`config.mk`:
```
export PLATFORM = sky130hd
export DESIGN_NAME = ambient_light_filter
export DESIGN_NICKNAME = d
export VERILOG_FILES = /design/src/rtl/ambient_light_filter.sv
export SDC_FILE = /design/constraint.sdc
export NUM_CORES = 1
export LEC_CHECK = 0
export ABC_AREA = 1
export CAP_MARGIN = 40
export CORE_MARGIN = 1
export CORE_UTILIZATION = 40
export CTS_BUF_LIST = sky130_fd_sc_hd__clkbuf_4
export CTS_CLUSTER_DIAMETER = 100
export DETAILED_ROUTE_END_ITERATION = 10
export PLACE_DENSITY_LB_ADDON = 0.08
export SLEW_MARGIN = 20
export SYNTH_ARGS = -nofsm -noshare
export SYNTH_HDL_FRONTEND = slang
export SYNTH_SLANG_ARGS = --single-unit
```
`constraint.sdc`:
```
create_clock -name clk -period 2.7 [get_ports clk]
set_input_delay 0.27 -clock clk [delete_from_list [all_inputs] [get_ports clk]]
set_output_delay 0.27 -clock clk [all_outputs]
set_load 0.02 [all_outputs]
```
`src/rtl/ambient_light_filter.sv`:
```
// Day/night level conditioner for ambient-light ADC samples: threshold hysteresis plus consecutive-sample debounce.
// Optional AMBIENT_AVG_EN macro compares a 4-sample running average instead of the raw sample.
module ambient_light_filter #(
    parameter int unsigned ADC_W      = 10,
    parameter int unsigned DARK_THR   = 300,
    parameter int unsigned BRIGHT_THR = 400,
    parameter int unsigned HOLD_CNT   = 8
) (
    input  logic             clk,
    input  logic             reset,
    input  logic             adc_valid,
    input  logic [ADC_W-1:0] adc_data,
    output logic             light_sensor,
    output logic             change_pulse,
    output logic [1:0]       state_dbg
);

    localparam int unsigned CNT_W = $clog2(HOLD_CNT + 1);

    typedef enum logic [1:0] {
        DAY      = 2'b00,
        TO_NIGHT = 2'b01,
        NIGHT    = 2'b10,
        TO_DAY   = 2'b11
    } state_t;

    state_t           state;
    state_t           state_nxt;
    logic [CNT_W-1:0] count;
    logic [CNT_W-1:0] count_nxt;
    logic [CNT_W-1:0] count_inc;
    logic             light_nxt;
    logic             pulse_nxt;
    logic [ADC_W-1:0] sample;
    logic             judge;
    logic             dark;
    logic             bright;
    logic             hit;

`ifdef AMBIENT_AVG_EN
    localparam int unsigned SUM_W = ADC_W + 2;

    logic [ADC_W-1:0] s0;
    logic [ADC_W-1:0] s1;
    logic [ADC_W-1:0] s2;
    logic [1:0]       fill;
    logic [SUM_W-1:0] sum;

    assign sum    = SUM_W'(s0) + SUM_W'(s1) + SUM_W'(s2) + SUM_W'(adc_data);
    assign sample = sum[SUM_W-1:2];
    // The first three valid samples only prime the history.
    assign judge  = adc_valid && (fill == 2'd3);

    always_ff @(posedge clk or posedge reset) begin
        if (reset) begin
            s0   <= '0;
            s1   <= '0;
            s2   <= '0;
            fill <= 2'd0;
        end else if (adc_valid) begin
            s2 <= s1;
            s1 <= s0;
            s0 <= adc_data;
            if (fill != 2'd3) begin
                fill <= fill + 2'd1;
            end
        end
    end
`else
    assign sample = adc_data;
    assign judge  = adc_valid;
`endif

    assign dark      = sample < ADC_W'(DARK_THR);
    assign bright    = sample > ADC_W'(BRIGHT_THR);
    assign count_inc = (count == CNT_W'(HOLD_CNT)) ? count : count + CNT_W'(1);
    assign hit       = (count_inc == CNT_W'(HOLD_CNT));

    always_ff @(posedge clk or posedge reset) begin
        if (reset) begin
            state        <= DAY;
            count        <= '0;
            light_sensor <= 1'b0;
            change_pulse <= 1'b0;
        end else begin
            state        <= state_nxt;
            count        <= count_nxt;
            light_sensor <= light_nxt;
            change_pulse <= pulse_nxt;
        end
    end

    assign state_dbg = state;

    // Settled states hold count at 0, so count_inc==1 there and HOLD_CNT==1 switches directly.
    always_comb begin
        state_nxt = state;
        count_nxt = count;
        light_nxt = light_sensor;
        pulse_nxt = 1'b0;
        if (judge) begin
            case (state)
                DAY, TO_NIGHT: begin
                    if (!dark) begin
                        state_nxt = DAY;
                        count_nxt = '0;
                    end else if (hit) begin
                        state_nxt = NIGHT;
                        count_nxt = '0;
                        light_nxt = 1'b1;
                        pulse_nxt = 1'b1;
                    end else begin
                        state_nxt = TO_NIGHT;
                        count_nxt = count_inc;
                    end
                end
                NIGHT, TO_DAY: begin
                    if (!bright) begin
                        state_nxt = NIGHT;
                        count_nxt = '0;
                    end else if (hit) begin
                        state_nxt = DAY;
                        count_nxt = '0;
                        light_nxt = 1'b0;
                        pulse_nxt = 1'b1;
                    end else begin
                        state_nxt = TO_DAY;
                        count_nxt = count_inc;
                    end
                end
                default: begin
                    state_nxt = DAY;
                    count_nxt = '0;
                end
            endcase
        end
    end

endmodule

```
[Word level (Yosys, flattened, before mapping)]
Index checks and enable logic that the tools add are counted.
Operators by class
  $lt $le $gt $ge: 2
  multiplexer cells: 20
  $add $sub $neg: 1
  eq/ne operators: 9
  reduce and logical (&&, ||, !) cells: 4
Operator list (number)
  4-bit 2-to-1 mux: 4
  10-bit by 9-bit greater-than comparator with 1-bit output, second input constant: 1
  10-bit by 9-bit < comparator with 1-bit output, second input constant: 1
  4-bit == test, second input constant: 2
  1-bit 2-to-1 mux: 8
  2-bit 2-to-1 mux: 4
  2-bit inequality test, second input constant: 4
  4-bit case mux with 2 select lines: 1
  5-bit AND reduction: 1
  4-bit by 1-bit adder with 4-bit output, second input constant: 1
  2-bit == test, second input constant: 2
  1-bit case mux with 2 select lines: 2
  2-bit case mux with 2 select lines: 1
  2-bit OR reduction: 2
  2-bit by 1-bit == test with 1-bit output, second input constant: 1
  2-bit zero test: 1
Storage, ports and cells
  word-level logic and storage cells: 40
  bits of input ports: 13
  register bits after elaboration: 8

[Longest topological paths before layout]
Gate-level depths: netlist of the first run.
  depth after elaboration: 7
  gate-level depth with buffers: 11

[Least setup slack after synthesis of the first run]
OpenSTA, ideal clock, no wires.
  path type: flip-flop to flip-flop
  from: register count[0]
  to: register light_sensor
  required time: 2.582 ns
  buffers on the path: 0
  cell stages (with the launch flop): 12
  setup slack: 1.304 ns
  arrival time: 1.278 ns
  period minus slack after synthesis: 1.396 ns
  cell sequence: dfrtp_1 inv_1 ha_1 nand2_1 nand3_2 nand2_2 nor2_4 nand2_2 nor2_2 nand2_1 nand2_1 nand2_1
On the way
  longest elaborated chain between the ends: 5
  elaborated cells on any way between the ends: 7
  those cells by class: 1 x add/sub; 4 x eq/ne; 1 x mux; 1 x reduce/logical
RTL lines
  from (decl): RTL line 29  | logic [CNT_W-1:0] count;
  from (signal assigned): RTL line 87  | count <= count_nxt;
  4-bit by 1-bit adder with 4-bit output / 4-bit == test (equally long branches): RTL line 76  | assign count_inc = (count == CNT_W'(HOLD_CNT)) ? count : count + CNT_W'(1);
  4-bit 2-to-1 mux (*): RTL line 76
  4-bit == test (*): RTL line 77  | assign hit = (count_inc == CNT_W'(HOLD_CNT));
  2-bit inequality test (no source line)
  5-bit AND reduction (no source line) (*)
  to (signal assigned): RTL line 88  | light_sensor <= light_nxt;
  to (decl): RTL line 13  | output logic light_sensor,
Mark *: on every way between the ends. The rest lies on a longest branch, timed or not.
A chain may end at the register's enable or synchronous reset.

[Worst setup path after layout of the first run]
Ends and elaborated chain as after synthesis.

==> results.py, run 1 <==
metrics = {
    "route": {
        "dr_wl_met2_um": 511,
        "dr.pass1.iters": 4,
        "wl_met3_um": 55,
        "postRouteAntennaNets": 0,
        "drt_iter0_drc": 5,
        "via_per_inst": 4.496,
        "top_layer_used": "met3",
        "route.detailed.drc": 0,
        "wl_per_cell_um": 9.223,
        "drt-met1-wl_um": 549,
        "vias": 544,
        "routed_wl_mm": 1.116,
    },
    "yosys": {
        "syn_inst": 87,
        "yosysMostFrequentCell": "nand2_1",
        "ys_types": 15,
        "ys_async_sr_fraction_pct": 100.0,
        "avgSynthCellArea_um2": 6.616,
        "netlist.area_leader.share_pct": 34.78,
        "yosysTopAreaCell": "dfrtp_1",
        "ys_ff_latch": 8,
        "synth-edff-count": 0,
        "synth_top_flop_cell": "dfrtp_1",
        "syn_area_um2": 575.6,
        "synth_area_leaders": "dfrtp_1, nand2_1, nand3_1",
        "synth_nets": 102,
        "yosys_warnings": 0,
        "yosys-top-cells-count": "nand2_1, inv_1, nand3_1",
        "ys_seq_area_share_pct": 34.78,
    },
    "grt": {
        "antenna_found_initial": 0,
        "grt_first_pass_wirelength_mm": 1.662,
        "track_usage_pct": 16.02,
        "grt_pass1_vias": 449,
        "grt_max_degree": 9,
        "gr-total-overflow": 0,
    },
    "place": {
        "dp_hpwl_um": 928.2,
        "post-place-cells": 118,
        "numPortBuffers": 16,
        "place_congestion": 0.8213,
        "placed_area_um2": 754.5,
    },
    "setup_path": {
        "start_kind": "register",
        "crit_buf_inv": 1,
        "path_cells": "inv_1 -> ha_1 -> nand2_1 -> nand3_2 -> nand2_2 -> nor2_4 -> nand2_2 -> nor2_2 -> nand2_1 -> nand2_1 -> nand2_1",
        "ff2ff_path_depth": 11,
        "cp_data_required_time_ns": 2.84,
        "critPathKind": "reg -> reg",
        "path_delay_family": "simple AND/OR/NAND/NOR gates",
        "cp_max_fo": 6,
        "path_common_cell": "nand2_1",
        "regToRegSetupSlack_ns": 1.17,
        "cp.arrival_ns": 1.67,
        "cp-end-kind": "register",
        "crit_slowest_cell": "dfrtp_1",
        "reg2reg_from": "count[0]$_DFFE_PP0P_",
        "r2r_end": "light_sensor$_DFFE_PP0P_",
        "cp_slowest_stage_delay_ns": 0.43,
    },
    "layout": {
        "drive_gt1_share_pct": 12.26,
        "area_growth_pct": 35.00,
        "instances_no_fill": 121,
        "fin_area_um2": 777.0,
        "fin_nets": 123,
        "fin_util_pct": 58.97,
        "antennaDiodeCount": 0,
    },
    "hold_path": {
        "hold_class": "in -> async",
    },
    "timing": {
        "worstMarginPinSlew_ns": 0.2836,
        "setup_viol": 0,
        "fin_crit_ns": 1.531,
        "timing.final.max_slew_violations": 0,
        "final.setup.tns_ns": 0,
        "fin_skew_ns": 0.003195,
        "grt_setup_unrepaired": "no",
        "min_period_over_period_pct": 56.70,
        "maxSlewHeadroom_pct": 81.07,
        "finalHoldViolations": 0,
        "fmax_mhz": 653.3,
    },
    "pwr": {
        "peakVddDrop_mv": 0.2549,
        "leakagePower_nw": 0.4225,
        "powerDensity_nw_per_um2": 378.7,
        "power_w": 0.0002942,
    },
    "die": {
        "dieArea_um2": 1594,
        "pin_count": 17,
        "initial_core_util_pct": 43.68,
        "rows": 13,
        "die_y_um": 39.93,
        "die_w_um": 39.93,
        "core-area_um2": 1318,
    },
    "clocking": {
        "cts_tree": "built",
        "htree_levels": 1,
        "cts.reportedPaths.clkPinSlew_ns": 0.05,
        "cts_sinks": 8,
        "cts_setup_buffers": 0,
        "ctsRootBufferMaster": "clkbuf_4",
        "cts_resized": 0,
        "cts_hold_buf": 0,
        "insertion_delay_ns": 0.24,
        "cts_made_buffers": 3,
        "clockBufferDepth": 2,
    },
    "status": {
        "outcome": "completed",
    },
    "run": {
        "max_cap_viol_count": 0,
    },
}
## how the worst max path moves through the flow
stage	startpoint	to	slack, ns	cells after the start
floorplan	count[0]$_DFFE_PP0P_	light_sensor$_DFFE_PP0P_	1.30	11
global placement	adc_data[5]	light_sensor$_DFFE_PP0P_	1.18	10
detailed placement	adc_data[7]	light_sensor$_DFFE_PP0P_	1.14	10
CTS	count[0]$_DFFE_PP0P_	light_sensor$_DFFE_PP0P_	1.16	11
global route	count[0]$_DFFE_PP0P_	light_sensor$_DFFE_PP0P_	1.05	11
finish	count[0]$_DFFE_PP0P_	light_sensor$_DFFE_PP0P_	1.17	11
## worst reg2reg max path, stage by stage, from the launching register on
cell     delay, ns
dfrtp_1       0.43
inv_1         0.10
ha_1          0.19
nand2_1       0.07
nand3_2       0.07
nand2_2       0.08
nor2_4        0.14
nand2_2       0.07
nor2_2        0.09
nand2_1       0.08
nand2_1       0.06
nand2_1       0.04
## cells in the final DEF, fill, tap and decap left out
cell / count
nor2_1: 5
a21oi_2: 1
nand3_2: 1
or2_1: 1
nor2_4: 2
dfrtp_1: 8
nand4_1: 2
inv_1: 14
nand3_1: 11
nor2_2: 1
clkdlybuf4s50_1: 16
nand2_1: 33
ha_1: 2
inv_2: 1
o21ai_0: 1
nand2_2: 4
clkbuf_4: 3
## cells by family (layout without fill, tap and decap cells)
kind of cell,after synthesis,in the layout,share of synthesized area (%)
flops,8,8,34.78
fa+ha+maj,2,2,4.347
compound gates,2,2,2.391
simple gates,60,60,48.70
buf+inv,15,34,9.782
## metrics by stage
step | hold slack (ns) | setup WS (ns)
3_5_place_dp | 0.4752 | 1.142
2_1_floorplan | 0.08566 | 1.304
6_report | 0.2578 | 1.169
4_1_cts | 0.2515 | 1.162
3_3_place_gp | 0.4676 | 1.182
5_1_grt | 0.3081 | 1.049
## metal layers
metal	vias to the layer above	GRT usage, %
li1	308	-
met4	0	10.34
met2	11	24.60
met1	225	19.51
met5	-	0
met3	0	4.444
## power breakdown
group | internal [W] | total, W | switching [W]
logic | 0.0000363 | 0.0000758 | 0.0000395
clock network | 0.0000504 | 0.0000844 | 0.0000340
registers | 0.000127 | 0.000134 | 0.00000711
total | 0.000214 | 0.000294 | 0.0000806
## state kept, by name, indices dropped and copies added (netlist names)
register      flops
state_dbg         2
light_sensor      1
change_pulse      1
count             4
## final cells by class
class / count / area (um2)
fill: 130 / 540.5
multi-input combinational: 64 / 319.1
sequential: 8 / 200.2
timing repair buffer: 16 / 160.2
inverter: 15 / 56.30
clock buffer: 3 / 22.52
tap: 15 / 18.77
Power figures use the tool's default switching activity.
==> run 2: changes to the inputs <==
- clock period: 2.7 -> 1.3 ns (I/O delays scaled with it)
==> results.py, run 2 (synthesized netlist as in run 1, its figures left out) <==
metrics = {
    "status": {
        "outcome": "finished with violations",
        "violations": "negative setup slack",
    },
    "clocking": {
        "cts_made_buffers": 3,
        "cts_tree": "built",
        "cts_sinks": 8,
        "insertion_delay_ns": 0.24,
        "clockBufferDepth": 2,
        "ctsRootBufferMaster": "clkbuf_4",
        "cts.reportedPaths.clkPinSlew_ns": 0.05,
        "htree_levels": 1,
        "cts_hold_buf": 0,
    },
    "pwr": {
        "powerDensity_nw_per_um2": 777.9,
        "peakVddDrop_mv": 0.7129,
        "combPwrFrac_pct": 33.8,
        "swShare_pct": 28.45,
        "power_frac_seq_pct": 40.1,
        "clock_power_share_pct": 26.1,
        "internal_power_w": 0.0004924,
        "leakagePower_nw": 0.4961,
        "power_w": 0.0006881,
        "p_switching_w": 0.0001958,
    },
    "setup_path": {
        "path_common_cell": "nand2_2",
        "reg2reg_from": "count[0]$_DFFE_PP0P_",
        "ff2ff_path_depth": 11,
        "regToRegSetupSlack_ns": -0.17,
        "r2r_end": "light_sensor$_DFFE_PP0P_",
        "path_delay_family": "simple AND/OR/NAND/NOR gates",
        "cp_slowest_stage_delay_ns": 0.41,
        "critPathKind": "reg -> reg",
        "cp.arrival_ns": 1.60,
        "cp-end-kind": "register",
        "path_cells": "inv_2 -> ha_4 -> nand2_2 -> nand3_2 -> nand2_2 -> nor2_4 -> nand2_2 -> nor2_4 -> nand2_2 -> nand2_1 -> nand2_1",
        "startpoint": "count[0]$_DFFE_PP0P_",
        "start_kind": "register",
        "crit_slowest_cell": "dfrtp_1",
        "cp_data_required_time_ns": 1.43,
        "crit_buf_inv": 1,
        "cp_max_fo": 4,
    },
    "die": {
        "pin_count": 17,
        "dieArea_um2": 1594,
        "die_w_um": 39.93,
        "die_y_um": 39.93,
        "initial_core_util_pct": 43.68,
        "core-area_um2": 1318,
        "rows": 13,
    },
    "route": {
        "route.detailed.drc": 0,
        "via_per_inst": 4.685,
        "drt_iter0_drc": 7,
        "dr.pass1.iters": 2,
        "vias": 609,
        "wl_per_cell_um": 10.15,
        "postRouteAntennaNets": 0,
        "routed_wl_mm": 1.320,
    },
    "timing": {
        "worstMarginPinSlew_ns": 0.3053,
        "final.setup.tns_ns": -0.6267,
        "maxSlewHeadroom_pct": 79.62,
        "timing.final.max_slew_violations": 0,
        "finalHoldViolations": 0,
        "whs_ns": 0.1254,
        "fmax_mhz": 681.5,
        "setup_viol": 6,
        "min_period_over_period_pct": 112.9,
        "fin_skew_ns": 0.004060,
        "fin_ws_ns": -0.1674,
        "grt_setup_unrepaired": "yes",
        "fin_crit_ns": 1.467,
    },
    "place": {
        "placed_area_um2": 809.5,
        "place_ws_ns": -0.1622,
        "place_congestion": 0.7797,
        "numPortBuffers": 16,
        "dp_hpwl_mm": 1.014,
    },
    "layout": {
        "layout_commonest_cell": "nand2_1",
        "antennaDiodeCount": 0,
        "area_growth_pct": 53.70,
        "mostFrequentLayoutCells": "nand2_1, inv_1, clkdlybuf4s50_1",
        "fin_nets": 132,
        "fill_cells": 117,
        "fin_area_um2": 884.6,
        "regMostFlops": "count",
        "largest_reg_flops": 4,
        "drive_gt1_share_pct": 26.09,
    },
    "grt": {
        "antenna_found_initial": 0,
        "grt_first_pass_wirelength_mm": 1.952,
        "track_usage_pct": 18.79,
        "gr-total-overflow": 0,
        "grt_pass1_vias": 514,
        "grt_max_degree": 9,
    },
    "run": {
        "max_cap_viol_count": 0,
    },
    "hold_path": {
        "hold_class": "in -> async",
    },
}
==> run 2: cell types whose count changed in the layout (fill, tap and decap cells not counted), moves of 2 or more <==
| cell | delta |
|---|---|
| inv_2 | +2 |
| nand2_2 | +2 |
| clkdlybuf4s50_1 | -4 |
| nand2_1 | -3 |
| buf_4 | +8 |
| inv_1 | -2 |
| ha_1 | -2 |
| dlygate4sd2_1 | +3 |
==> run 2: worst max path at each step <==
stage,to,slack (ns),depth (start not counted)
5_1_grt,count[3]$_DFFE_PP0P_,-0.27,9
2_1_floorplan,light_sensor$_DFFE_PP0P_,-0.08,11
4_1_cts,light_sensor$_DFFE_PP0P_,-0.15,11
3_5_place_dp,light_sensor$_DFFE_PP0P_,-0.16,10
6_report,light_sensor$_DFFE_PP0P_,-0.17,11
3_3_place_gp,light_sensor$_DFFE_PP0P_,-0.11,11
==> run 2: power by group through the flow <==
stage	logic, W	clock network (W)	registers, W
6_report	0.000233	0.000180	0.000276
5_1_grt	0.000254	0.000210	0.000277
4_1_cts	0.000214	0.000193	0.000275
3_5_place_dp	0.000199	0	0.000278
3_3_place_gp	0.000196	0	0.000278
2_1_floorplan	0.0000856	0	0.000287
==> run 2: final cells by class <==
type                       count  area, um2  area share [%]
clock buffer                   3      22.52           2.546
inverter                      15      56.30           6.365
multi-input combinational     64      356.6           40.31
sequential                     8      200.2           22.63
tap                           15      18.77           2.122
timing repair buffer          25      230.2           26.03
==> run 2: what timing repair did <==
item,CTS,global route
endpoints found under the setup margin,8,7
setup buffers,1,1
resized for setup,7,8
pin swaps,1,7
endpoints found under the hold margin,0,0
==> run 2: through the flow <==
stage,utilization (%),std cells
2_1_floorplan,-,87
4_1_cts,64.58,129
3_5_place_dp,61.44,125
5_1_grt,67.14,130
3_3_place_gp,61.44,125
6_report,67.14,130
==> run 2: worst reg2reg max path, stage by stage, from the launching register on <==
cell and delay [ns]:
dfrtp_1 0.41, inv_2 0.09, ha_4 0.15, nand2_2 0.05, nand3_2 0.07, nand2_2 0.08
nor2_4 0.15, nand2_2 0.08, nor2_4 0.12, nand2_2 0.06, nand2_1 0.06, nand2_1 0.05
==> run 2: per-layer routing <==
metal  up-vias  global-route usage, %  share of wire, %
li1        324                      -                 -
met1       273                  22.49                47
met2        10                  31.45                48
met3         2                  3.333               3.9
met4         0                  10.34              0.91
met5         -                      0                 0
